`src/rtl/wb_intercon_pkg.sv`:
```
// ============================================================================
//  Module  : wb_intercon_pkg
//  Brief   : Shared types and constants for the Wishbone 1-to-N interconnect.
//  Rev     : 1.0  initial release
// ============================================================================
`default_nettype none

package wb_intercon_pkg;

    typedef enum logic [1:0] {
        ST_IDLE   = 2'd0,
        ST_ACTIVE = 2'd1,
        ST_ERR    = 2'd2
    } mux_state_e;

    localparam logic [2:0] CTI_CLASSIC = 3'b000;
    localparam logic [2:0] CTI_CONST   = 3'b001;
    localparam logic [2:0] CTI_INCR    = 3'b010;
    localparam logic [2:0] CTI_EOB     = 3'b111;

    localparam logic [1:0] BTE_LINEAR  = 2'b00;
    localparam logic [1:0] BTE_WRAP4   = 2'b01;
    localparam logic [1:0] BTE_WRAP8   = 2'b10;
    localparam logic [1:0] BTE_WRAP16  = 2'b11;

    localparam int TMO_CNT_W = 16;

    // Index width that stays legal for a single-slave build.
    function automatic int idx_width(input int n);
        return (n > 1) ? $clog2(n) : 1;
    endfunction

endpackage

`default_nettype wire

```
`src/rtl/wb_mux_pipe_decode.sv`:
```
// ============================================================================
//  Module  : wb_mux_pipe_decode
//  Brief   : Combinational address match; lowest matching slave index wins.
//  Rev     : 1.0  initial release
// ============================================================================
`default_nettype none

module wb_mux_pipe_decode
    import wb_intercon_pkg::*;
#(
    parameter int                       NUM_SLAVES = 4,
    parameter int                       AW         = 32,
    parameter logic [NUM_SLAVES*AW-1:0] MATCH_ADDR = '0,
    parameter logic [NUM_SLAVES*AW-1:0] MATCH_MASK = '0,
    localparam int                      IDXW       = idx_width(NUM_SLAVES)
) (
    input  logic [AW-1:0]   adr,
    output logic            valid,
    output logic [IDXW-1:0] idx
);

    logic [NUM_SLAVES-1:0] w_hit;

    genvar gi;
    generate
        for (gi = 0; gi < NUM_SLAVES; gi++) begin : g_match
            assign w_hit[gi] = ((adr & MATCH_MASK[gi*AW +: AW]) == MATCH_ADDR[gi*AW +: AW]);
        end
    endgenerate

    // Scan downwards so the lowest matching index is the last one written.
    always_comb begin
        valid = |w_hit;
        idx   = '0;
        for (int i = NUM_SLAVES - 1; i >= 0; i--) begin
            if (w_hit[i]) begin
                idx = IDXW'(i);
            end
        end
    end

endmodule

`default_nettype wire

```
`src/rtl/wb_mux_pipe.sv`:
```
// ============================================================================
//  Module  : wb_mux_pipe
//  Brief   : Wishbone 1-master to N-slave mux with registered decode and
//            locked selection; optional stall timeout via WB_MUX_PIPE_TIMEOUT_EN.
//  Rev     : 1.0  initial release
// ============================================================================
`default_nettype none

module wb_mux_pipe
    import wb_intercon_pkg::*;
#(
    parameter int                       NUM_SLAVES     = 4,
    parameter int                       AW             = 32,
    parameter int                       DW             = 32,
    parameter logic [NUM_SLAVES*AW-1:0] MATCH_ADDR     = {NUM_SLAVES{{AW{1'b0}}}},
    parameter logic [NUM_SLAVES*AW-1:0] MATCH_MASK     = {NUM_SLAVES{{AW{1'b0}}}},
    parameter int                       TIMEOUT_CYCLES = 255,
    localparam int                      SW             = DW / 8
) (
    input  logic                       wb_clk_i,
    input  logic                       wb_rst_ni,

    input  logic [AW-1:0]              wbm_adr_i,
    input  logic [DW-1:0]              wbm_dat_i,
    input  logic [SW-1:0]              wbm_sel_i,
    input  logic                       wbm_we_i,
    input  logic                       wbm_cyc_i,
    input  logic                       wbm_stb_i,
    input  logic [2:0]                 wbm_cti_i,
    input  logic [1:0]                 wbm_bte_i,
    output logic [DW-1:0]              wbm_dat_o,
    output logic                       wbm_ack_o,
    output logic                       wbm_err_o,
    output logic                       wbm_rty_o,

    output logic [NUM_SLAVES*AW-1:0]   wbs_adr_o,
    output logic [NUM_SLAVES*DW-1:0]   wbs_dat_o,
    output logic [NUM_SLAVES*SW-1:0]   wbs_sel_o,
    output logic [NUM_SLAVES-1:0]      wbs_we_o,
    output logic [NUM_SLAVES-1:0]      wbs_cyc_o,
    output logic [NUM_SLAVES-1:0]      wbs_stb_o,
    output logic [NUM_SLAVES*3-1:0]    wbs_cti_o,
    output logic [NUM_SLAVES*2-1:0]    wbs_bte_o,
    input  logic [NUM_SLAVES*DW-1:0]   wbs_dat_i,
    input  logic [NUM_SLAVES-1:0]      wbs_ack_i,
    input  logic [NUM_SLAVES-1:0]      wbs_err_i,
    input  logic [NUM_SLAVES-1:0]      wbs_rty_i
);

    localparam int IDXW = idx_width(NUM_SLAVES);

    generate
        if (NUM_SLAVES < 1 || NUM_SLAVES > 32 || (DW % 8) != 0 ||
            TIMEOUT_CYCLES < 1 || TIMEOUT_CYCLES > 65535) begin : g_cfg_check
            $error("wb_mux_pipe: parameter out of range");
        end
    endgenerate

    mux_state_e             r_state, w_state_nxt;
    logic [IDXW-1:0]        r_sel, w_sel_nxt;
    logic                   w_dec_valid;
    logic [IDXW-1:0]        w_dec_idx;
    logic [NUM_SLAVES-1:0]  w_sel_oh;
    logic [DW-1:0]          w_sel_dat;
    logic                   w_sel_ack, w_sel_err, w_sel_rty;
    logic                   w_active;
    logic                   w_timeout;

    wb_mux_pipe_decode #(
        .NUM_SLAVES (NUM_SLAVES),
        .AW         (AW),
        .MATCH_ADDR (MATCH_ADDR),
        .MATCH_MASK (MATCH_MASK)
    ) u_decode (
        .adr   (wbm_adr_i),
        .valid (w_dec_valid),
        .idx   (w_dec_idx)
    );

    assign w_active = (r_state == ST_ACTIVE);

    always_comb begin : p_resp_mux
        w_sel_oh  = '0;
        w_sel_dat = '0;
        w_sel_ack = 1'b0;
        w_sel_err = 1'b0;
        w_sel_rty = 1'b0;
        for (int i = 0; i < NUM_SLAVES; i++) begin
            if (r_sel == IDXW'(i)) begin
                w_sel_oh[i] = 1'b1;
                w_sel_dat   = wbs_dat_i[i*DW +: DW];
                w_sel_ack   = wbs_ack_i[i];
                w_sel_err   = wbs_err_i[i];
                w_sel_rty   = wbs_rty_i[i];
            end
        end
    end

`ifdef WB_MUX_PIPE_TIMEOUT_EN
    logic [TMO_CNT_W-1:0] r_tmo_cnt;
    logic                 w_stall;

    assign w_stall   = w_active && wbm_cyc_i && wbm_stb_i && !(w_sel_ack || w_sel_err || w_sel_rty);
    // Fires on the stall cycle that reaches the limit; a response in that cycle clears w_stall.
    assign w_timeout = w_stall && (r_tmo_cnt == TMO_CNT_W'(TIMEOUT_CYCLES - 1));

    always_ff @(posedge wb_clk_i or negedge wb_rst_ni) begin
        if (!wb_rst_ni) begin
            r_tmo_cnt <= '0;
        end else if (w_stall && !w_timeout) begin
            r_tmo_cnt <= r_tmo_cnt + 1'b1;
        end else begin
            r_tmo_cnt <= '0;
        end
    end
`else
    assign w_timeout = 1'b0;
`endif

    always_ff @(posedge wb_clk_i or negedge wb_rst_ni) begin
        if (!wb_rst_ni) begin
            r_state <= ST_IDLE;
            r_sel   <= '0;
        end else begin
            r_state <= w_state_nxt;
            r_sel   <= w_sel_nxt;
        end
    end

    always_comb begin : p_fsm_next
        w_state_nxt = r_state;
        w_sel_nxt   = r_sel;
        case (r_state)
            ST_IDLE: begin
                if (wbm_cyc_i && wbm_stb_i) begin
                    if (w_dec_valid) begin
                        w_state_nxt = ST_ACTIVE;
                        w_sel_nxt   = w_dec_idx;
                    end else begin
                        w_state_nxt = ST_ERR;
                    end
                end
            end
            ST_ACTIVE: begin
                if (!wbm_cyc_i) begin
                    w_state_nxt = ST_IDLE;
                end else if (w_timeout) begin
                    w_state_nxt = ST_ERR;
                end
            end
            ST_ERR:  w_state_nxt = ST_IDLE;
            default: w_state_nxt = ST_IDLE;
        endcase
    end

    always_comb begin : p_slave_ctl
        wbs_cyc_o = '0;
        wbs_stb_o = '0;
        if (w_active && !w_timeout) begin
            wbs_cyc_o = w_sel_oh & {NUM_SLAVES{wbm_cyc_i}};
            wbs_stb_o = w_sel_oh & {NUM_SLAVES{wbm_stb_i}};
        end
    end

    assign wbs_adr_o = {NUM_SLAVES{wbm_adr_i}};
    assign wbs_dat_o = {NUM_SLAVES{wbm_dat_i}};
    assign wbs_sel_o = {NUM_SLAVES{wbm_sel_i}};
    assign wbs_we_o  = {NUM_SLAVES{wbm_we_i}};
    assign wbs_cti_o = {NUM_SLAVES{wbm_cti_i}};
    assign wbs_bte_o = {NUM_SLAVES{wbm_bte_i}};

    assign wbm_dat_o = w_active ? w_sel_dat : '0;
    assign wbm_ack_o = w_active && w_sel_ack;
    assign wbm_err_o = (w_active && w_sel_err) || (r_state == ST_ERR);
    assign wbm_rty_o = w_active && w_sel_rty;

endmodule

`default_nettype wire

```
`config.mk`:
```
export PLATFORM = sky130hd
export DESIGN_NAME = wb_mux_pipe
export DESIGN_NICKNAME = d
export VERILOG_FILES = /design/src/rtl/wb_intercon_pkg.sv /design/src/rtl/wb_mux_pipe_decode.sv /design/src/rtl/wb_mux_pipe.sv
export SDC_FILE = /design/constraint.sdc
export NUM_CORES = 1
export LEC_CHECK = 0
export ABC_AREA = 1
export BUFFER_PORTS_ARGS = -buffer_cell sky130_fd_sc_hd__buf_2
export CAP_MARGIN = 15
export CORE_AREA = 2 2 220 222
export CTS_BUF_LIST = sky130_fd_sc_hd__clkbuf_4 sky130_fd_sc_hd__clkbuf_8
export DETAILED_ROUTE_END_ITERATION = 7
export DIE_AREA = 0 0 222 224
export SYNTH_ARGS = -nofsm -noshare
export SYNTH_HDL_FRONTEND = slang
export SYNTH_HIERARCHICAL = 1
export SYNTH_SLANG_ARGS = --single-unit
```
`constraint.sdc`:
```
create_clock -name wb_clk_i -period 3.25 [get_ports wb_clk_i]
set_input_delay 0.65 -clock wb_clk_i [delete_from_list [all_inputs] [get_ports wb_clk_i]]
set_output_delay 0.65 -clock wb_clk_i [all_outputs]
set_load 0.01 [all_outputs]
```
==> summary by stage <==
Outcome
The run finished with clean final reports.

Place
The number of port buffers is 186. Timing analysis after detailed placement gives a worst setup slack of 0.716 ns. At the end of routability-driven placement, the weighted congestion stood at 0.664. The total half-perimeter wirelength after legalization and detailed placement is 14600 µm.

Timing
The worst path meets setup with 0.570 ns of slack. Setup violations remaining at the end of the flow were counted as 0. The worst path uses 82.5% of the clock period. The max-slew violation count came to 0.

The transition at the pin with the smallest max-transition slack is 0.550 ns. The number of hold violations in the final report is 0. The shortest clock period the worst path allows after layout is 2.68 ns. Setup repair after global routing left no endpoint under its margin. The final clock skew is 0.00728 ns. The highest attainable clock frequency is 373 MHz. The tightest slew margin relative to the limit is 63.3%. The sum of negative setup slack is 0 ns.

Synthesis
Yosys attributes the largest share of cell area to buf_4 60%, nand2_1 10%, nor2_1 4.8%, nand3_1 4.7%, inv_1 4.2%. For this run, the number of Yosys warnings is 6. The largest total area in the synthesized netlist belongs to buf_4. The flip-flop and latch count after synthesis is 4. Averaged over all synthesized cells, the footprint is 5.98 µm².

The compound-cell area share of the yosys netlist is 6.77%. Summing the areas of all xor and xnor instances in the mapped netlist gives 0% of the synthesized area. Multiplexer cells account for 0% of the synthesized area. The synthesized netlist devotes 0% of its cell area to adder and majority cells. The most used flip-flop cell after synthesis is dfrtp_1. By count the netlist is led by 308 x buf_4, 102 x nand2_1, 49 x nor2_1. Of the synthesized area, sequential elements account for 2.60%.

Among all cell types in the netlist, the one instantiated most often is buf_4. The post-synth design cell area is 0.00385 mm². The area share of the leading cell type in the synthesized netlist is 60.1%.

The number of unique standard cell types used by synthesis is 18. Summing the areas of all and, or, nand and nor instances in the mapped netlist gives 23.0% of the synthesized area. The number of standard cells after synthesis is 643.

The share of flip-flops with an asynchronous set or reset after synthesis is 100%. By area, the combinational part of the netlist is dominated by buffers and inverters. The number of flops mapped to enable cells by yosys is 0.

Floorplanning
In this run the vertical extent of the chip is 224 µm. The die covers 0.0497 mm². The area of the placeable core is 0.0473 mm². Once the floorplan was initialized, standard cells occupied 8.12% of the core. The floorplan has 80 rows.

557 I/O pins were placed. From left edge to right edge, the die measures 222 µm.

Clock tree
The cts-stage hold buffer count is 0. The sink count of the clock tree is 4. The number of cells upsized or downsized after cts is 0. The cell sitting at the root of the clock tree is a clkbuf_8. The longest clock path from root to sink contains 2 buffers. The number of setup buffers added after CTS is 0.

Clock latency on the worst-skew pair, taken at its later pin, is 0.22 ns. The number of H-tree levels is 1. The clock transition at the registers of the reported paths is 0.04 ns. Clock tree synthesis inserted a total of 3 buffers. The CTS tree is done.

Critical path
The endpoint arrival time on the critical path is 2.03 ns. The logic depth of the worst register-to-register path is 3. The launching element type of the critical path is a flop. The required time at the endpoint of the critical path is 2.60 ns. Tracing the worst setup path back leads to its startpoint at r_sel[1]. The worst setup path is of the reg -> out kind. The worst setup path is captured at an output port. In this run the critical register-to-register path is captured at r_sel[1].

Of all nets on the critical path, the largest fanout is 23. In this run the register-to-register setup slack is 1.93 ns. The startpoint of the worst register-to-register path is r_sel[1].

Drt
The count of nets left with antenna violations once routing finished came out at 0. The average vias per placed instance is 2.70. The final route contains 3066 vias. The detailed-route wire length per cell is 15.5 µm. The number of remaining DRC errors is 0. The number of DRC markers after the initial detailed-route iteration is 145. Wires add up to 17600 µm. The first detailed-routing pass ran for 5 iterations.

Layout
The count of inserted antenna diode cells is 0. Summing all flip-flop and latch instances after layout gives 103 µm². Summing all multi-input logic gate instances after layout gives 0.00116 mm². The final layout net count is 740. Compared with the post-synthesis result, the final layout area differs by -13.8%. Cells with a size suffix above 1 make up 40.5% of the layout. Counting the fill cells in the layout gives 5654.

Global routing
The first global-routing pass estimated 23600 µm of wire. The initial antenna violation count is 6. The maximum number of pins on one net before global-route repair is 43. The global routing usage summed across all routing layers is 6.79%. The total overflow left after global routing is 0.

The via count of the first global-routing pass is 3053.

Power and ir drop
The leakage component of the power is 1.77 nW. Power spread over the standard cell area amounts to 272 mW/mm². The worst vdd rail ir drop is 104 µV.

Worst hold path
The tightest min-delay check is of the in -> async type.

Flow run
The number of maximum-capacitance constraint violations is 0.
==> per-layer routing <==
layer	vias up	global-route usage (%)	part of all wire (%)
li1	1408	-	-
met1	1259	7.40	37
met2	300	10.2	43
met3	89	4.32	15
met4	10	3.40	4.7
met5	-	0	0.32
==> worst max-delay path by stage <==
stage	to	slack [ns]	cells past startpoint
floorplan	wbm_dat_o[9]	1.49	7
global placement	wbm_dat_o[13]	0.70	7
detailed placement	wbm_err_o	0.72	6
CTS	wbm_dat_o[8]	0.47	7
global route	wbm_err_o	0.31	6
finish	wbm_dat_o[8]	0.57	7
==> worst max-delay path: stages, from the launching register on <==
cell	delay, ns
dfrtp_2	0.60
nor2_2	0.41
buf_4	0.34
nand2_1	0.08
nand3_1	0.07
nand2_1	0.10
inv_1	0.06
buf_2	0.12
==> metrics by stage <==
stage	total power, W	hold WS (ns)	utilization, %	instances	instance area [µm²]
final	0.000902	0.235	7.00	1136	3310
after floorplan	0.000853	0.354	-	644	3850
after CTS	0.000945	0.233	7.00	1136	3310
after global placement	0.000817	0.468	6.90	1132	3270
after global routing	0.00102	0.226	7.00	1136	3310
after detailed placement	0.000819	0.469	6.90	1132	3270
==> where the power goes <==
part	internal (W)	switching [W]
Clock	0.0000920	0.0000257
Combinational	0.000242	0.000441
Sequential	0.0000575	0.0000437
Total	0.000392	0.000510
==> layout make-up <==
type	count	area share (%)
well taps	615	23.2
flip-flops and latches	4	3.10
repair buffers	193	30.4
inverters	60	6.80
clock buffers	4	1.47
multi-input cells	260	35.0
==> flip-flops by register name, summed over array words and instances, names as in the netlist <==
signal,count
r_state,2
r_sel,2
==> logic make-up after synthesis <==
logic type             Yosys count
AOI/OAI and AO/OA               52
buffers and inverters          380
DFF                              4
other                            2
and+or+nand+nor                205
==> cells in the final DEF (no fill, tap or decap) <==
cell type / instances
nor3_1: 1
nor2_1: 48
dfrtp_1: 2
buf_2: 186
inv_1: 43
inv_2: 8
o21ai_0: 7
nand2_1: 102
clkbuf_4: 1
nand3_1: 36
buf_12: 2
clkbuf_8: 3
nor2_2: 1
nand3b_1: 14
clkinv_1: 9
o21ai_1: 28
dfrtp_2: 2
nor2_4: 2
conb_1: 3
buf_4: 5
nand2_2: 1
a21oi_1: 17
Note: power is estimated with default switching activity, not from simulation.
